--- src/rtl/irq_pkg.sv ---
// Shared constants, FSM state type and winner-select helper for the
// interrupt pending controller.
package irq_pkg;

  localparam int N_REQ = 16;
  localparam int IDX_W = 4;

  typedef enum logic [0:0] {
    IRQ_IDLE    = 1'b0,
    IRQ_PRESENT = 1'b1
  } irq_state_t;

  // Highest set bit wins; later iterations overwrite earlier ones.
  function automatic logic [IDX_W-1:0] highest_set_idx(input logic [N_REQ-1:0] vec);
    logic [IDX_W-1:0] idx;
    idx = '0;
    for (int i = 0; i < N_REQ; i++) begin
      if (vec[i]) idx = IDX_W'(i);
    end
    return idx;
  endfunction

endpackage

--- src/rtl/irq_sync_edge.sv ---
// Per-bit multi-flop synchroniser followed by a rising-edge detector.
// rise_o is high for one cycle when a synchronised line goes 0 -> 1.
module irq_sync_edge #(
  parameter int WIDTH       = 16,
  parameter int SYNC_STAGES = 2
) (
  input  logic             clk,
  input  logic             rst_n,
  input  logic [WIDTH-1:0] async_i,
  output logic [WIDTH-1:0] rise_o
);

  // Fewer than two stages is not a synchroniser; clamp rather than misbehave.
  localparam int STAGES = (SYNC_STAGES < 2) ? 2 : SYNC_STAGES;

  logic [WIDTH-1:0] sync_q [STAGES];
  logic [WIDTH-1:0] hist_q;

  always_ff @(posedge clk or negedge rst_n) begin
    if (!rst_n) begin
      for (int s = 0; s < STAGES; s++) begin
        sync_q[s] <= '0;
      end
      hist_q <= '0;
    end else begin
      sync_q[0] <= async_i;
      for (int s = 1; s < STAGES; s++) begin
        sync_q[s] <= sync_q[s-1];
      end
      hist_q <= sync_q[STAGES-1];
    end
  end

  assign rise_o = sync_q[STAGES-1] & ~hist_q;

endmodule

--- src/rtl/irq_pending_ctrl.sv ---
// Sticky pending capture, masked encoder feed and valid/ready index presentation.
// Define IRQ_OVERFLOW_EN to add the ovf/ovf_clr repeat-edge overflow flags.
module irq_pending_ctrl
  import irq_pkg::*;
#(
  parameter int SYNC_STAGES = 2
) (
  input  logic             clk,
  input  logic             rst_n,
  input  logic [N_REQ-1:0] req_in,
  input  logic [N_REQ-1:0] mask,
  input  logic             enable,
  output logic [N_REQ-1:0] pend_out,
  output logic             irq_valid,
  output logic [IDX_W-1:0] irq_idx,
  input  logic             irq_ready
`ifdef IRQ_OVERFLOW_EN
  ,
  output logic [N_REQ-1:0] ovf,
  input  logic [N_REQ-1:0] ovf_clr
`endif
);

  logic [N_REQ-1:0] rise;
  logic [N_REQ-1:0] pending_q;
  logic [N_REQ-1:0] pending_d;
  logic [N_REQ-1:0] eligible;
  logic [N_REQ-1:0] clr_vec;
  logic             accept;
  irq_state_t       state_q;

  irq_sync_edge #(
    .WIDTH       (N_REQ),
    .SYNC_STAGES (SYNC_STAGES)
  ) u_sync_edge (
    .clk     (clk),
    .rst_n   (rst_n),
    .async_i (req_in),
    .rise_o  (rise)
  );

  assign eligible = pending_q & mask;
  assign accept   = (state_q == IRQ_PRESENT) && irq_valid && irq_ready;

  // A fresh rise on the bit being retired survives, so the request is not lost.
  always_comb begin
    clr_vec = '0;
    if (accept) clr_vec[irq_idx] = 1'b1;
    pending_d = (pending_q & ~clr_vec) | rise;
  end

  always_ff @(posedge clk or negedge rst_n) begin
    if (!rst_n) begin
      pending_q <= '0;
      pend_out  <= '0;
    end else begin
      pending_q <= pending_d;
      pend_out  <= pending_q & mask;
    end
  end

  // irq_idx is frozen for the whole PRESENT state regardless of mask/enable.
  always_ff @(posedge clk or negedge rst_n) begin
    if (!rst_n) begin
      state_q   <= IRQ_IDLE;
      irq_valid <= 1'b0;
      irq_idx   <= '0;
    end else begin
      case (state_q)
        IRQ_IDLE: begin
          if (enable && (|eligible)) begin
            irq_idx   <= highest_set_idx(eligible);
            irq_valid <= 1'b1;
            state_q   <= IRQ_PRESENT;
          end
        end
        IRQ_PRESENT: begin
          if (irq_ready) begin
            irq_valid <= 1'b0;
            state_q   <= IRQ_IDLE;
          end
        end
        default: begin
          irq_valid <= 1'b0;
          state_q   <= IRQ_IDLE;
        end
      endcase
    end
  end

`ifdef IRQ_OVERFLOW_EN
  logic [N_REQ-1:0] ovf_q;

  always_ff @(posedge clk or negedge rst_n) begin
    if (!rst_n) begin
      ovf_q <= '0;
    end else begin
      ovf_q <= (ovf_q & ~ovf_clr) | (rise & pending_q);
    end
  end

  assign ovf = ovf_q;
`endif

endmodule

--- config.mk ---
export PLATFORM = sky130hd
export DESIGN_NAME = irq_pending_ctrl
export DESIGN_NICKNAME = d
export VERILOG_FILES = /design/src/rtl/irq_pkg.sv /design/src/rtl/irq_sync_edge.sv /design/src/rtl/irq_pending_ctrl.sv
export SDC_FILE = /design/constraint.sdc
export NUM_CORES = 1
export LEC_CHECK = 0
export BUFFER_PORTS_ARGS = -buffer_cell sky130_fd_sc_hd__buf_4
export CAP_MARGIN = 20
export CORE_MARGIN = 8
export CORE_UTILIZATION = 40
export CTS_BUF_LIST = sky130_fd_sc_hd__clkbuf_8
export CTS_CLUSTER_DIAMETER = 50
export CTS_CLUSTER_SIZE = 14
export DETAILED_ROUTE_END_ITERATION = 8
export HOLD_SLACK_MARGIN = 0.05
export PLACE_DENSITY = 0.58
export SKIP_LAST_GASP = 1
export SLEW_MARGIN = 20
export SYNTH_ARGS = -nofsm -noshare
export SYNTH_HDL_FRONTEND = slang
export SYNTH_SLANG_ARGS = --single-unit
export TNS_END_PERCENT = 5
--- constraint.sdc ---
create_clock -name clk -period 2.4 [get_ports clk]
set_input_delay 0.72 -clock clk [delete_from_list [all_inputs] [get_ports clk]]
set_output_delay 0.72 -clock clk [all_outputs]
set_load 0.005 [all_outputs]
* Yosys cells after proc, flatten, opt, wreduce, memory -nomap -nowiden
Index checks and enable logic that the tools add are counted.
** Cells by class
- Magnitude comparators :: 2
- Reductions and logical operators :: 7
- Bitwise gates (word level) :: 7
- Equal/unequal tests :: 2
- Muxes and demuxes :: 24
** Operator list (number)
- 4-bit 2-to-1 mux :: 14
- 16-bit AND :: 3
- 16-bit NOT :: 2
- 16-bit 2-to-1 mux :: 1
- 16-bit bitwise OR :: 1
- 16-bit OR reduction :: 1
- 1-bit 2-to-1 mux :: 6
- 4-bit by 5-bit < comparator with 1-bit output, second input constant :: 1
- 1-bit demux with 4-bit select :: 1
- 4-bit by 1-bit greater-or-equal comparator with 1-bit output, second input constant :: 1
- 1-bit logical AND :: 4
- 2-bit != test, second input constant :: 2
- 1-bit case mux with 2 select lines :: 2
- 2-bit AND reduction :: 2
- 1-bit NOT :: 1
** Word-level totals
- Register bits :: 86
- Logic and storage cells :: 50

* Logic depth before layout (Yosys ltp)
- Depth after elaboration :: 16
- Depth in mapped cells :: 6

* Hierarchy
A second synthesis with hierarchy kept.
** Unflattened totals
- Cells, all modules :: 204
- Area total of the unflattened synthesis :: 3035.4 um^2
** Modules (own cells, without submodules)
- irq_pending_ctrl :: cells an instance 140, seq. area each 950.9 um^2, area each 1614.0 um^2, times used 1
- irq_sync_edge :: cells an instance 64, seq. area each 1201.2 um^2, area each 1421.4 um^2, times used 1

* Worst setup path before layout
No wires, ideal clock.
- Path kind :: input port to flip-flop
- Start :: in mask[10]
- End :: reg irq_idx[3]
- Arrival :: 2.244 ns
- Required time :: 2.275 ns
- Stages on the path :: 4
- Setup slack :: 0.031 ns
- Cell sequence :: a22o_2 -> or4_4 -> o311ai_4 -> mux2_4
** Between the ends
- Word-level cells in the longest chain between the ends :: 7
- Elaborated cells on any way between the ends :: 10
** Ends and longest elaborated chain
- start, declared :: RTL line irq_pending_ctrl.sv:11 : input logic [N_REQ-1:0] mask,
- 16-bit AND (*) :: RTL line irq_pending_ctrl.sv:42 : assign eligible = pending_q & mask;
- 4-bit 2-to-1 mux (6 in series) :: RTL line irq_pkg.sv:18 : if (vec[i]) idx = IDX_W'(i);
- end signal, assigned :: RTL line irq_pending_ctrl.sv:72 : irq_idx <= highest_set_idx(eligible);
- end, declared :: RTL line irq_pending_ctrl.sv:15 : output logic [IDX_W-1:0] irq_idx,
Mark *: on every way between the ends. The rest lies on a longest branch, timed or not.
A chain may end at the register's enable or synchronous reset.

* Worst setup path in the final report
- Start :: in mask[9]
- End :: reg irq_idx[1]
** Between the ends
- Word-level cells in the longest chain between the ends :: 8
- Elaborated cells on any way between the ends :: 11
** Ends and longest elaborated chain (RTL line)
- 16-bit AND (*) :: irq_pending_ctrl.sv:42
- 4-bit 2-to-1 mux (7 in series) :: irq_pkg.sv:18
Marks and branches as above.

==> impl_results.html <==
<table>
<tr><th>Metric</th><th>Value</th></tr>
<tr><th colspan="2">STA</th></tr>
<tr><td>Layout Skew</td><td>0.00370 ns</td></tr>
<tr><td>Count of pins over their slew limit</td><td>0</td></tr>
<tr><td>Worst max-slew margin expressed relative to the limit</td><td>0.724</td></tr>
<tr><td>Maximum clock rate</td><td>0.468 GHz</td></tr>
<tr><td>Worst slew pin tran</td><td>0.409 ns</td></tr>
<tr><td>Minimum period implied by the final worst setup slack</td><td>2.14 ns</td></tr>
<tr><td>Final hold vios</td><td>0</td></tr>
<tr><td>RSZ-0062 raised after global routing</td><td>no</td></tr>
<tr><td>Endpoints failing setup</td><td>0</td></tr>
<tr><td>Post-route clock period utilization</td><td>0.890</td></tr>
<tr><th colspan="2">GRT</th></tr>
<tr><td>Number of global-route vias before repair</td><td>1806</td></tr>
<tr><td>Largest net degree at the start of global routing</td><td>55</td></tr>
<tr><td>Leftover overflow at the end of global routing</td><td>0</td></tr>
<tr><td>Global-route wire length before repair</td><td>8680 um</td></tr>
<tr><td>Initial antenna violation count</td><td>0</td></tr>
<tr><td>GRT Util Overall</td><td>0.114</td></tr>
<tr><th colspan="2">Synthesis</th></tr>
<tr><td>Cell taking the most area after synthesis</td><td>sky130_fd_sc_hd__dfrtp_1</td></tr>
<tr><td>Synth async-reset ratio</td><td>1.00</td></tr>
<tr><td>Most instantiated flip-flop cell in the synthesis netlist</td><td>sky130_fd_sc_hd__dfrtp_1</td></tr>
<tr><td>Sequential element share of the synthesized area</td><td>0.765</td></tr>
<tr><td>Largest cells by area after synthesis</td><td>sky130_fd_sc_hd__dfrtp_1 (77%), sky130_fd_sc_hd__o21ai_0 (5.9%), sky130_fd_sc_hd__inv_1 (3.3%)</td></tr>
<tr><td>Most frequently used cell type in the post-synthesis netlist</td><td>sky130_fd_sc_hd__dfrtp_1</td></tr>
<tr><td>Post-synthesis cell type count</td><td>27</td></tr>
<tr><td>Commonest cells in the synthesized netlist</td><td>sky130_fd_sc_hd__dfrtp_1 (86), sky130_fd_sc_hd__o21ai_0 (33), sky130_fd_sc_hd__inv_1 (25)</td></tr>
<tr><td>Share of the synthesized area in the top cell type</td><td>0.765</td></tr>
<tr><td>Post-Syn Nets</td><td>239</td></tr>
<tr><td>Syn avg cell area</td><td>13.9 um2</td></tr>
<tr><td>Number of warnings printed during yosys synthesis</td><td>0</td></tr>
<tr><td>Number of flops mapped to enable cells by yosys</td><td>0</td></tr>
<tr><td>Area of the mapped netlist</td><td>2810 um2</td></tr>
<tr><td>#FFs+latches synth</td><td>86</td></tr>
<tr><td>Count of mapped cells out of synthesis</td><td>203</td></tr>
<tr><th colspan="2">Clocking</th></tr>
<tr><td>Clk Latency, worst-skew pair</td><td>0.34 ns</td></tr>
<tr><td>Count of instances resized after the clock tree is built</td><td>0</td></tr>
<tr><td>Number of H-tree levels</td><td>3</td></tr>
<tr><td>Cts hold-fix bufs</td><td>0</td></tr>
<tr><td>Register clock-pin slew on the reported worst setup and hold paths</td><td>0.08 ns</td></tr>
<tr><td>Buffer cell driving the clock tree root</td><td>sky130_fd_sc_hd__clkbuf_8</td></tr>
<tr><td>Post-CTS Setup Bufs</td><td>0</td></tr>
<tr><td>TritonCTS sink count</td><td>86</td></tr>
<tr><td>Buffer levels on the longest clock path</td><td>2</td></tr>
<tr><td>Clock tree from TritonCTS</td><td>done</td></tr>
<tr><td>Number of buffers created by CTS</td><td>9</td></tr>
<tr><th colspan="2">Die</th></tr>
<tr><td>Area enclosed by the die boundary</td><td>9970 um2</td></tr>
<tr><td>Core Box Area</td><td>6790 um2</td></tr>
<tr><td>Die height</td><td>99.9 um</td></tr>
<tr><td>Top-level port count</td><td>57</td></tr>
<tr><td>Floorplan die width</td><td>99.9 um</td></tr>
<tr><td>Starting density of the core</td><td>0.414</td></tr>
<tr><td>Cell row count</td><td>30</td></tr>
<tr><th colspan="2">Critical path</th></tr>
<tr><td>Worst setup path category</td><td>in2reg</td></tr>
<tr><td>Startpoint of the most critical setup path</td><td>mask[9]</td></tr>
<tr><td>Count of cells along the worst register-to-register path</td><td>6</td></tr>
<tr><td>Highest fanout seen on the critical path</td><td>5</td></tr>
<tr><td>Endpoint required time on the critical path</td><td>2.63 ns</td></tr>
<tr><td>Slack of the worst reg-to-reg path</td><td>0.31 ns</td></tr>
<tr><td>Data arrival time of the critical path</td><td>2.37 ns</td></tr>
<tr><td>R2r startpoint</td><td>pending_q[10]</td></tr>
<tr><td>Terminus of the critical flop-to-flop path</td><td>irq_idx[1]</td></tr>
<tr><td>Endpoint type of the worst setup path</td><td>flip-flop</td></tr>
<tr><td>Critical path launch point type</td><td>primary input</td></tr>
<tr><th colspan="2">Min path</th></tr>
<tr><td>Kind of path behind the tightest hold check</td><td>in2async</td></tr>
<tr><th colspan="2">Routing</th></tr>
<tr><td>Number of DRC violations after detailed-routing iteration 0</td><td>71</td></tr>
<tr><td>Average wire per cell in the routed design</td><td>13.4 um</td></tr>
<tr><td>DRC violation count after routing</td><td>0</td></tr>
<tr><td>Via density per instance</td><td>4.34</td></tr>
<tr><td>Detailed-route via count</td><td>1635</td></tr>
<tr><td>Total routed wirelength</td><td>5070 um</td></tr>
<tr><td>Number of nets still failing antenna checks after routing</td><td>0</td></tr>
<tr><td>Number of search-and-repair iterations in the first detailed-routing pass</td><td>4</td></tr>
<tr><th colspan="2">Pwr</th></tr>
<tr><td>Maximum vdd ir drop</td><td>0.413 mV</td></tr>
<tr><td>Pwr Density</td><td>775 nW/um2</td></tr>
<tr><td>Total power after layout</td><td>2790 uW</td></tr>
<tr><td>Leakage power</td><td>0.00168 uW</td></tr>
<tr><th colspan="2">Final layout</th></tr>
<tr><td>Fin nets</td><td>312</td></tr>
<tr><td>Growth of design area from synthesis to finish</td><td>27.8%</td></tr>
<tr><td>Fraction of layout instances using a drive strength above 1</td><td>0.306</td></tr>
<tr><td>Antenna cells</td><td>0</td></tr>
<tr><td>Final standard cell utilization of the core</td><td>0.529</td></tr>
<tr><th colspan="2">Placed design</th></tr>
<tr><td>Routability congestion estimate from global placement</td><td>0.768</td></tr>
<tr><td>Estimated wirelength of the detail-placed design</td><td>3770 um</td></tr>
<tr><td>Number of buffers added on ports</td><td>56</td></tr>
<tr><th colspan="2">Status</th></tr>
<tr><td>Status</td><td>complete, no violations</td></tr>
<tr><th colspan="2">Run</th></tr>
<tr><td>Maxcap violations</td><td>0</td></tr>
</table>
metrics by stage:
| stage | area (um2) | cells | setup slack (ns) | TNS (ns) | hold WS (ns) |
|---|---|---|---|---|---|
| 3_3_place_gp | 3410 | 361 | -0.0622 | -0.118 | 0.333 |
| 4_1_cts | 3600 | 377 | 0.277 | 0 | 0.317 |
| 3_5_place_dp | 3410 | 361 | -0.0842 | -0.197 | 0.335 |
| 6_report | 3600 | 377 | 0.265 | 0 | 0.312 |
| 5_1_grt | 3600 | 377 | 0.211 | 0 | 0.317 |
| 2_1_floorplan | 2810 | 203 | 0.0314 | 0 | 0.331 |
layout by cell type, fill, tap and decap left out, drive strengths merged, types with 2 or more instances in the layout:
master / count
a211oi: 2
nand2b: 4
a22oi: 2
clkinv: 2
o311ai: 2
nor2: 5
a31oi: 2
and2: 9
dfrtp: 86
or4: 2
inv: 27
nand2: 12
o31ai: 2
a22o: 5
nand3b: 3
buf: 62
clkbuf: 11
o21ai: 33
final cells by class:
class	count	area, um2
Tap cell	96	120
Inverter	25	93.8
Timing Repair Buffer	62	478
Clock inverter	5	33.8
Multi-Input combinational cell	92	567
Fill cell	588	3200
Sequential cell	86	2150
Clock buffer	11	151
registers in the layout (all words and copies together) (netlist names):
register and cells:
irq_valid 1, irq_idx 4, pending_q 16, u_sync_edge.hist_q 16
pend_out 16, state_q 1, u_sync_edge.sync_q 32
routing by layer:
metal | part of all wire | global-route usage
met3 | 0.069 | 0.0436
met2 | 0.47 | 0.173
met5 | 0 | 0
met1 | 0.44 | 0.135
met4 | 0.020 | 0.0664
worst max-delay path, cell delays in order:
cell	delay (ns)
sky130_fd_sc_hd__buf_4	0.11
sky130_fd_sc_hd__a22o_1	0.22
sky130_fd_sc_hd__or4_4	0.56
sky130_fd_sc_hd__o311ai_4	0.39
sky130_fd_sc_hd__buf_4	0.20
sky130_fd_sc_hd__nand2b_1	0.06
sky130_fd_sc_hd__o31a_2	0.11
worst max path at each step:
stage / endpoint / depth (start not counted)
CTS: irq_idx[1] / 7
global route: irq_idx[1] / 7
finish: irq_idx[1] / 7
floorplan: irq_idx[3] / 4
detailed placement: irq_idx[1] / 7
global placement: irq_idx[1] / 7
power by group:
part	internal, uW	total, uW	switching [uW]
Clock	432	915	482
Combinational	149	273	125
Sequential	1540	1600	61.0
kinds of logic (layout without fill, tap and decap cells):
family,Yosys count,in the layout,share of synthesized area
flops,86,86,0.765
buf+inv,25,103,0.0334
compound gates,51,51,0.116
mux,2,2,0.00890
simple gates,39,39,0.0765
Power figures use the tool's default switching activity.
